### src/rtl/bcd_countdown_ctrl.sv
// Countdown control ahead of the display scanner: debounced start/clear keys, IDLE/RUN/PAUSE/DONE
// control and a 4-digit BCD down-counter. Define BCD_COUNTDOWN_BLINK_EN to blink blank in DONE.
module bcd_countdown_ctrl #(
    parameter int TICK_DIV   = 50000,
    parameter int DEB_CYCLES = 1000000,
    parameter int BLINK_DIV  = 12500000
) (
    input  logic        clk,
    input  logic        rst,
    input  logic        key_start,
    input  logic        key_clr,
    input  logic [15:0] preset,
    output logic [15:0] count,
    output logic        running,
    output logic        done,
    output logic        tick,
    output logic        blank
);
    localparam int DW = $clog2(DEB_CYCLES + 1);
    localparam int PW = $clog2(TICK_DIV);

    if (TICK_DIV < 2 || DEB_CYCLES < 1 || BLINK_DIV < 1) begin : g_param_chk
        $error("bcd_countdown_ctrl: parameter out of range");
    end

    typedef enum logic [1:0] {S_IDLE, S_RUN, S_PAUSE, S_DONE} state_e;

    // Key path: bit 0 = start, bit 1 = clear. Levels are active-low, so 1 = released.
    logic [1:0]         key_pin;
    logic [1:0]         sync1_q, sync2_q, acc_q, acc_d, press_q;
    logic [1:0][DW-1:0] deb_q, deb_d;

    assign key_pin = {key_clr, key_start};

    always_comb begin
        acc_d = acc_q;
        deb_d = deb_q;
        for (int i = 0; i < 2; i++) begin
            if (sync2_q[i] == acc_q[i]) begin
                deb_d[i] = '0;
            end else if (deb_q[i] == DW'(DEB_CYCLES - 1)) begin
                deb_d[i] = '0;
                acc_d[i] = sync2_q[i];
            end else begin
                deb_d[i] = deb_q[i] + 1'b1;
            end
        end
    end

    always_ff @(posedge clk or negedge rst) begin
        if (!rst) begin
            sync1_q <= '1;
            sync2_q <= '1;
            acc_q   <= '1;
            deb_q   <= '0;
            press_q <= '0;
        end else begin
            sync1_q <= key_pin;
            sync2_q <= sync1_q;
            acc_q   <= acc_d;
            deb_q   <= deb_d;
            press_q <= acc_q & ~acc_d;
        end
    end

    function automatic logic [15:0] clamp_bcd(input logic [15:0] v);
        logic [15:0] r;
        for (int i = 0; i < 4; i++)
            r[i*4 +: 4] = (v[i*4 +: 4] > 4'd9) ? 4'd9 : v[i*4 +: 4];
        return r;
    endfunction

    function automatic logic [15:0] dec_bcd(input logic [15:0] v);
        logic [15:0] r;
        logic        borrow;
        r      = v;
        borrow = 1'b1;
        for (int i = 0; i < 4; i++) begin
            if (borrow) begin
                if (v[i*4 +: 4] == 4'd0) begin
                    r[i*4 +: 4] = 4'd9;
                end else begin
                    r[i*4 +: 4] = v[i*4 +: 4] - 4'd1;
                    borrow      = 1'b0;
                end
            end
        end
        return r;
    endfunction

    state_e          state_q, state_d;
    logic [15:0]     count_q, count_d, preset_cl, count_dec;
    logic [PW-1:0]   presc_q, presc_d;
    logic            tick_q, tick_d, running_q, done_q;
    logic            start_p, clr_p, wrap;

    assign start_p   = press_q[0];
    assign clr_p     = press_q[1];
    assign preset_cl = clamp_bcd(preset);
    assign count_dec = dec_bcd(count_q);
    assign wrap      = (presc_q == PW'(TICK_DIV - 1));

    always_comb begin
        state_d = state_q;
        count_d = count_q;
        presc_d = presc_q;
        tick_d  = 1'b0;
        case (state_q)
            S_IDLE: begin
                count_d = preset_cl;
                presc_d = '0;
                if (start_p) state_d = (preset_cl == 16'h0000) ? S_DONE : S_RUN;
            end
            S_RUN: begin
                presc_d = wrap ? '0 : presc_q + 1'b1;
                if (wrap) begin
                    tick_d  = 1'b1;
                    count_d = count_dec;
                end
                // Reaching zero outranks a same-cycle pause request.
                if (wrap && count_dec == 16'h0000) state_d = S_DONE;
                else if (start_p)                  state_d = S_PAUSE;
            end
            S_PAUSE: begin
                if (start_p) state_d = S_RUN;
            end
            S_DONE: begin
                count_d = '0;
                presc_d = '0;
                if (start_p) state_d = S_IDLE;
            end
            default: state_d = S_IDLE;
        endcase
        // Clear wins over everything; the count reloads once IDLE is reached.
        if (clr_p) begin
            state_d = S_IDLE;
            tick_d  = 1'b0;
            presc_d = '0;
            if (state_q != S_IDLE) count_d = count_q;
        end
    end

    always_ff @(posedge clk or negedge rst) begin
        if (!rst) begin
            state_q   <= S_IDLE;
            count_q   <= '0;
            presc_q   <= '0;
            tick_q    <= 1'b0;
            running_q <= 1'b0;
            done_q    <= 1'b0;
        end else begin
            state_q   <= state_d;
            count_q   <= count_d;
            presc_q   <= presc_d;
            tick_q    <= tick_d;
            running_q <= (state_d == S_RUN);
            done_q    <= (state_d == S_DONE);
        end
    end

    assign count   = count_q;
    assign running = running_q;
    assign done    = done_q;
    assign tick    = tick_q;

`ifdef BCD_COUNTDOWN_BLINK_EN
    localparam int BW = $clog2(BLINK_DIV + 1);

    logic          blank_q, blank_d;
    logic [BW-1:0] blink_q, blink_d;

    always_comb begin
        blank_d = 1'b0;
        blink_d = '0;
        if (state_d == S_DONE) begin
            if (state_q != S_DONE) begin
                blank_d = 1'b1;
            end else if (blink_q == BW'(BLINK_DIV - 1)) begin
                blank_d = ~blank_q;
            end else begin
                blank_d = blank_q;
                blink_d = blink_q + 1'b1;
            end
        end
    end

    always_ff @(posedge clk or negedge rst) begin
        if (!rst) begin
            blank_q <= 1'b0;
            blink_q <= '0;
        end else begin
            blank_q <= blank_d;
            blink_q <= blink_d;
        end
    end

    assign blank = blank_q;
`else
    assign blank = 1'b0;
`endif

endmodule

### config.mk
export PLATFORM = sky130hd
export DESIGN_NAME = bcd_countdown_ctrl
export DESIGN_NICKNAME = d
export VERILOG_FILES = /design/src/rtl/bcd_countdown_ctrl.sv
export SDC_FILE = /design/constraint.sdc
export NUM_CORES = 1
export LEC_CHECK = 0
export BUFFER_PORTS_ARGS = -buffer_cell sky130_fd_sc_hd__buf_2
export CAP_MARGIN = 40
export CELL_PAD_IN_SITES_DETAIL_PLACEMENT = 0
export CELL_PAD_IN_SITES_GLOBAL_PLACEMENT = 2
export CORE_ASPECT_RATIO = 1.5
export CORE_UTILIZATION = 30
export DETAILED_ROUTE_END_ITERATION = 10
export PLACE_DENSITY_LB_ADDON = 0.1
export SLEW_MARGIN = 0
export SYNTH_ARGS = -nofsm -noshare
export SYNTH_HDL_FRONTEND = slang
export SYNTH_SLANG_ARGS = --single-unit
### constraint.sdc
create_clock -name clk -period 2.6 [get_ports clk]
set_input_delay 0.39 -clock clk [delete_from_list [all_inputs] [get_ports clk]]
set_output_delay 0.39 -clock clk [all_outputs]
set_load 0.005 [all_outputs]
==> results of run 1 <==
## worst max path at each step
stage	startpoint	endpoint	slack, ns	cells after the start
final	presc_q[0]	count[9]	0.18	6
after global routing	count[11]	done	0.07	6
after CTS	presc_q[0]	count[9]	0.16	6
after detailed placement	presc_q[0]	count[9]	0.17	6
after global placement	presc_q[0]	count[9]	0.19	6
after floorplan	state_q[0]	presc_q[11]	0.26	8
## layer usage
metal	vias up	share of wire
met1	1921	0.43
li1	1887	-
met2	60	0.53
met5	-	0
met4	0	0.017
met3	12	0.020
## cell usage in the layout (no fill, tap or decap), types with 4 or more instances in the layout
cell type and n:
sky130_fd_sc_hd__a211o_1 4, sky130_fd_sc_hd__ha_1 7, sky130_fd_sc_hd__nor2_1 91, sky130_fd_sc_hd__nor4_1 11, sky130_fd_sc_hd__nor4b_1 5, sky130_fd_sc_hd__dfrtp_1 79
sky130_fd_sc_hd__a21oi_1 9, sky130_fd_sc_hd__buf_2 37, sky130_fd_sc_hd__nand3_1 24, sky130_fd_sc_hd__or4_1 7, sky130_fd_sc_hd__buf_4 21, sky130_fd_sc_hd__dfstp_2 6
sky130_fd_sc_hd__o21ai_0 17, sky130_fd_sc_hd__xnor2_1 27, sky130_fd_sc_hd__or2_2 4, sky130_fd_sc_hd__nand3b_1 4, sky130_fd_sc_hd__inv_1 19, sky130_fd_sc_hd__xor2_1 23
sky130_fd_sc_hd__nand2_1 36, sky130_fd_sc_hd__a221o_1 6, sky130_fd_sc_hd__nor3_1 13, sky130_fd_sc_hd__clkbuf_16 9, sky130_fd_sc_hd__and4_1 12, sky130_fd_sc_hd__nand4_1 12
sky130_fd_sc_hd__nand2b_1 6
## cell type report
type                            count  area share
Multi-Input combinational cell    381       0.437
Sequential cell                    85       0.386
Timing Repair Buffer               59      0.0656
Tap cell                          203      0.0459
Clock buffer                       11      0.0421
Inverter                           19      0.0129
Clock inverter                      5      0.0109
## per-stage QoR
| step | hold WS [ns] | cell area (sq um) |
|---|---|---|
| after global placement | 0.347 | 5240 |
| final | -0.00624 | 5530 |
| after global routing | 0.0265 | 5530 |
| after floorplan | 0.0944 | 4750 |
| after detailed placement | 0.348 | 5240 |
| after CTS | 0.00879 | 5530 |
## sequential cells by signal, summed over array words and instances, names as in the netlist
register	flops
deb_q	40
count	16
presc_q	16
acc_q	2
press_q	2
state_q	2
sync1_q	2
sync2_q	2
done	1
running	1
tick	1
## cells by family (layout without fill, tap and decap cells)
| logic type | after synthesis | count (layout) | synth area share |
|---|---|---|---|
| simple gates | 253 | 253 | 0.291 |
| flops | 85 | 85 | 0.450 |
| compound gates | 64 | 64 | 0.0931 |
| xor+xnor | 50 | 50 | 0.0923 |
| buf+inv | 37 | 94 | 0.0409 |
| fa+ha+maj | 7 | 7 | 0.0185 |
| mux | 6 | 6 | 0.0134 |
| other cells | 1 | 1 | 0.000790 |
## where the power goes
group,internal [mW],total (mW),leakage (nW),switching [mW]
clock network,0.749,1.29,0.140,0.539
registers,1.35,1.38,1.13,0.0271
logic,0.0716,0.180,1.04,0.109
## worst max-delay path, delay by kind of cell, from the launching register on
kind,cells,cell delay [ns]
AND/OR/NAND/NOR,2,0.87
adder cells (fa/ha/maj),1,0.18
AO/OA/AOI/OAI,3,0.87
flip-flops,1,0.38
==> impl_results.md, run 1 <==
* Slew at the pin closest to its max-slew limit at 0.606 ns
* Worst-path clk slew at 0.07 ns
* Sinks on the clock net at 85
* Violated checks: negative hold slack
* Count of routing violations after the opening detailed-route iteration at 153
* Min-delay worst type: input port to asynchronous set/reset pin
* Number of vias in the routed layout at 3880
* Vias in the first global route at 4006
* Global-route wire length before repair at 20900 microns
* Insertion delay of the later-clocked pin in the worst-skew pair at 0.34 ns
* Die width at 105 microns
* Power density over the cells at 514 nW/um^2
* Share of final-layout standard cells stronger than drive strength 1 at 0.186
* Sequential element share of the synthesized area at 0.450
* Synth Flop Type: sky130_fd_sc_hd__dfrtp_1
* Number of gates resized after cts at 0
* Avg WL per Cell at 16.6 microns
* Final slew viol count at 0
* Number of buffers inserted to repair setup after CTS at 0
* End of the worst register-to-register path: count[9]
* Delay of the slowest cell on the worst path at 0.49 ns
* Initial core utilization at 0.305
* Time the final worst path needs with I/O delays and setup at 2.42 ns
* Total of warnings raised by yosys at 0
* Number of antenna violations at the first check in global routing at 0
* Number of max-capacitance violations reported at 0
* Detailed placement HPWL at 9200 microns
* Worst VDD drop at 0.000238 V
* Crit path max-delay cell type: sky130_fd_sc_hd__or4b_4
* Combined flip-flop and latch cell area at 2130 sq um
* Post-synthesis cell count at 503
* Area growth from synthesis to layout at 16.6%
* Number of placed instances, taps included at 747
* Final cell count without fillers at 763
* Unique masters post-synth at 72
* Worst-case setup margin in the final layout at 0.178 ns
* List of cells traversed by the critical path: ha_1, or4b_4, nor4_4, a21oi_2, o31a_2, a221o_1
* Synth Cell Area at 4750 sq um
* Pre-CTS setup slack at 0.165 ns
* Number of hold violations in the final report at 4
* Setup violations, final at 0
* Area fraction of the dominant cell type after synthesis at 0.417
* Die footprint at 16300 sq um
* Global route total overflow at 0
* Fill count at 1605
* Highest Clock Rate at 0.413 GHz
* Internal reg-to-reg setup slack at 0.18 ns
* Post-layout power at 2.84 mW
* Critical Path End Type: flop
* Number of buffers inserted during clock tree synthesis at 9
* # port buffers at 38
* GR Layer Usage met1 at 0.191
* Share of the cycle needed by the critical path after routing at 0.932
* Antenna diode count at 0
* I/O pin total at 40
* Required time of the critical path at 2.83 ns
* Clock buffer depth at 2
* Fin nets at 582
* Met3 track demand over resource in global routing at 0.0226
* R2R depth at 6
* Rows at 56
* Number of synthesized register bits at 85
* Post-Route WL at 12600 microns
* Layout Skew at 0.0170 ns
* Number of synthesized flops with an enable pin at 0
* Final core utilization at 0.356
* Hold Buf Count CTS at 0
* Critical Path Source Type: flop
* Most used routing layer: met2
* Dominant cell type by area after synthesis: sky130_fd_sc_hd__dfrtp_1
* Reg2reg start: presc_q[0]
* Main area contributors after synthesis: sky130_fd_sc_hd__dfrtp_1 (42%), sky130_fd_sc_hd__nor2_1 (7.2%), sky130_fd_sc_hd__xnor2_1 (5.0%)
* Worst slack on hold paths at -0.00624 ns
* Status: finished, violations left
* Largest net degree at the start of global routing at 36
* Area used by multi-input combinational logic at 2420 sq um
* Global placement routability congestion at 0.754
* Aggregate global-route resource usage at 0.163
* Core region area at 15600 sq um
* Mean area per synthesized cell at 9.43 sq um
* Leakage dissipation at 2.32 nW
* Async set-or-reset flop fraction in the synthesized netlist at 1.00
* Root buffer cell: sky130_fd_sc_hd__clkbuf_16
* Drt drc at 0
* Largest fanout on the critical path at 12
* Cell with the most instances after synthesis: sky130_fd_sc_hd__nor2_1
* CTS tree: done
* Setup repair after global routing missed its margin: false
* Critical path class: flop to flop
* Arrival @ worst endpoint at 2.65 ns
* Vertical die dimension at 156 microns
* H-tree Lvls at 3
* Met2 global-route usage at 0.304
* Via-to-Cell Ratio at 5.09
* Net count of the mapped netlist at 530
* Final-layout setup total negative slack at 0 ns
* ANT nets after route at 0
* Number of iterations in the first detailed-routing pass at 4
* Relative slew slack at 0.596
* Commonest cells in the synthesized netlist: sky130_fd_sc_hd__nor2_1 (91), sky130_fd_sc_hd__dfrtp_1 (79), sky130_fd_sc_hd__nand2_1 (36), sky130_fd_sc_hd__xnor2_1 (27), sky130_fd_sc_hd__nand3_1 (24)
Power figures use the tool's default switching activity.
==> inputs of run 2 (changes only) <==
--- a/config.mk
+++ b/config.mk
@@ -12,6 +12,7 @@
 export CORE_ASPECT_RATIO = 1.5
 export CORE_UTILIZATION = 30
 export DETAILED_ROUTE_END_ITERATION = 10
+export HOLD_SLACK_MARGIN = 0.02
 export PLACE_DENSITY_LB_ADDON = 0.1
 export SLEW_MARGIN = 0
 export SYNTH_ARGS = -nofsm -noshare
==> run 2 against run 1 <==
The run now ends clean. Sequential share of layout area down 0.070 points. Design area rose by 0.18%. Utilization is 0.064 points higher. Non-clock buffer count increased by 1. Maximum frequency barely moved. Clock-buffer cell count unchanged. Die area is the same. Total power hardly changed. Global-route usage unchanged. Largest cell class unchanged. Largest power group unchanged.
==> impl_results.md, run 2 (synthesized netlist as in run 1, its figures left out) <==
* Avg WL per Cell at 16.5 microns (-0.40%)
* # port buffers at 38 (unchanged)
* Slew at the pin closest to its max-slew limit at 0.610 ns (+0.00342 ns)
* Power share of the sequential group at 0.484 (about the same)
* Number of iterations in the first detailed-routing pass at 4 (unchanged)
* Die footprint at 16300 sq um (unchanged)
* Time the final worst path needs with I/O delays and setup at 2.42 ns (-0.000613 ns)
* Share of final-layout standard cells stronger than drive strength 1 at 0.185 (-0.000331)
* Count of routing violations after the opening detailed-route iteration at 149 (-2.6%)
* Insertion delay of the later-clocked pin in the worst-skew pair at 0.34 ns (about the same)
* Final cell count without fillers at 764 (+0.13%)
* Most used cells in the layout excluding fill and tap cells: sky130_fd_sc_hd__nor2_1 (91), sky130_fd_sc_hd__dfrtp_1 (79), sky130_fd_sc_hd__buf_2 (37), sky130_fd_sc_hd__nand2_1 (36), sky130_fd_sc_hd__xnor2_1 (27)
* Internal portion of total power at 2.17 mW (about the same)
* Share of the cycle needed by the critical path after routing at 0.931 (about the same)
* Number of hold violations in the final report at 0 (-4)
* Switching Power at 674 uW (-0.10%)
* Largest net degree at the start of global routing at 36 (unchanged)
* Clock buffer depth at 2 (unchanged)
* Die width at 105 microns (unchanged)
* Aggregate global-route resource usage at 0.163 (unchanged)
* Global placement routability congestion at 0.754 (unchanged)
* Number of antenna violations at the first check in global routing at 0 (unchanged)
* Combinational power share at 0.064 (about the same)
* Highest Clock Rate at 0.413 GHz (about the same)
* Most common cell after layout, fill and taps aside: sky130_fd_sc_hd__nor2_1
* Vertical die dimension at 156 microns (unchanged)
* Fill count at 1604 (-0.062%)
* Number of buffers inserted during clock tree synthesis at 9 (unchanged)
* ANT nets after route at 0 (unchanged)
* Global route total overflow at 0 (unchanged)
* Detailed placement HPWL at 9200 microns (unchanged)
* Arrival @ worst endpoint at 2.65 ns (about the same)
* Initial core utilization at 0.305 (unchanged)
* Global-route wire length before repair at 20900 microns (unchanged)
* Leakage dissipation at 2.32 nW (+0.18%)
* Status: finished, final reports clean
* Post-Route WL at 12600 microns (-0.27%)
* Sinks on the clock net at 85 (unchanged)
* Fin nets at 583 (+0.17%)
* Core region area at 15600 sq um (unchanged)
* Relative slew slack at 0.594 (-0.00228)
* Number of placed instances, taps included at 747 (unchanged)
* Pre-CTS setup slack at 0.165 ns (unchanged)
* Worst-case setup margin in the final layout at 0.178 ns (+0.000613 ns)
* Root buffer cell: sky130_fd_sc_hd__clkbuf_16
* Setup violations, final at 0 (unchanged)
* Critical Path Source Type: flop
* H-tree Lvls at 3 (unchanged)
* Switching part of the total power at 0.237 (-0.000269)
* Area growth from synthesis to layout at 16.8%
* Required time of the critical path at 2.83 ns (about the same)
* Final slew viol count at 0 (unchanged)
* Layout Skew at 0.0169 ns (-0.000181 ns)
* Critical Path End Type: flop
* Number of max-capacitance violations reported at 0 (unchanged)
* Relative contribution of the clock network to total power at 0.453 (about the same)
* Rows at 56 (unchanged)
* Antenna diode count at 0 (unchanged)
* CTS tree: done
* Min-delay worst type: input port to flop
* Largest fanout on the critical path at 12 (unchanged)
* Drt drc at 0 (unchanged)
* Number of flip-flops in the largest register at 40 (unchanged)
* Worst VDD drop at 0.000238 V (about the same)
* Setup repair after global routing missed its margin: false
* Critical path class: flop to flop
* Number of vias in the routed layout at 3888 (+0.21%)
* Vias in the first global route at 4006 (unchanged)
* Power density over the cells at 513 nW/um^2 (-0.17%)
* Via-to-Cell Ratio at 5.09 (about the same)
* Final-layout setup total negative slack at 0 ns (unchanged)
* Worst-path clk slew at 0.07 ns (about the same)
* Biggest register: deb_q
* I/O pin total at 40 (unchanged)
## run 2: changes by cell type in the layout (fill, tap and decap cells not counted)
cell                            previous run  this run
sky130_fd_sc_hd__dlygate4sd3_1             0         1
## run 2: cell type report
class / instances / area [sq um] / share of cell area
inverter: 19 / 71.3 / 0.0129
sequential: 85 / 2130 / 0.385
clock buffer: 11 / 233 / 0.0420
multi-input combinational: 381 / 2420 / 0.436
clock inverter: 5 / 60.1 / 0.0108
timing repair buffer: 60 / 373 / 0.0673
tap: 203 / 254 / 0.0458
## run 2: metrics by stage
step / power (mW) / instance area, sq um / hold slack, ns / utilization
6_report: 2.84 / 5540 / 0.156 / 0.356
5_1_grt: 2.97 / 5540 / 0.139 / 0.356
4_1_cts: 2.90 / 5540 / 0.141 / 0.356
3_5_place_dp: 1.58 / 5240 / 0.348 / 0.337
3_3_place_gp: 1.58 / 5240 / 0.347 / 0.337
2_1_floorplan: 1.48 / 4750 / 0.0944 / -
## run 2: worst max-delay path, cell delays in order, from the launching register on
cell	delay (ns)
sky130_fd_sc_hd__dfrtp_1	0.38
sky130_fd_sc_hd__ha_1	0.18
sky130_fd_sc_hd__or4b_4	0.49
sky130_fd_sc_hd__nor4_4	0.38
sky130_fd_sc_hd__a21oi_2	0.25
sky130_fd_sc_hd__o31a_2	0.38
sky130_fd_sc_hd__a221o_1	0.25
## run 2: worst paths after layout
check | from | to | slack [ns] | cells after the start
worst max-delay path | presc_q[0] | count[9] | 0.18 | 6
worst min-delay path | key_clr | sync1_q[1] | 0.16 | 1
worst max register to register | presc_q[0] | count[9] | 0.18 | 6
worst min register to register | sync1_q[0] | sync2_q[0] | 0.36 | 0
max in group asynchronous | rst | presc_q[3] | 1.38 | 3
min in group asynchronous | rst | count[11] | 0.54 | 2
## run 2: power groups by stage
stage,clock (mW),combinational (mW),sequential (mW)
after floorplan,0,0.0782,1.40
after detailed placement,0,0.183,1.40
after global routing,1.39,0.203,1.38
after CTS,1.33,0.186,1.38
after global placement,0,0.184,1.40
final,1.29,0.181,1.38
## run 2: per-layer routing
layer  vias to the layer above  track usage  routed length (microns)
met5                         -            0                        0
met4                         0       0.0523                      212
met3                        12       0.0226                      284
met2                        63        0.304                     6710
met1                      1922        0.191                     5410
li1                       1891            -                        -
## run 2: what timing repair did
action                                 4_1_cts  5_1_grt
buffers inserted                             0        0
gates resized for setup                      0        0
endpoints found under the hold margin       24        0
hold buffers                                 1        0
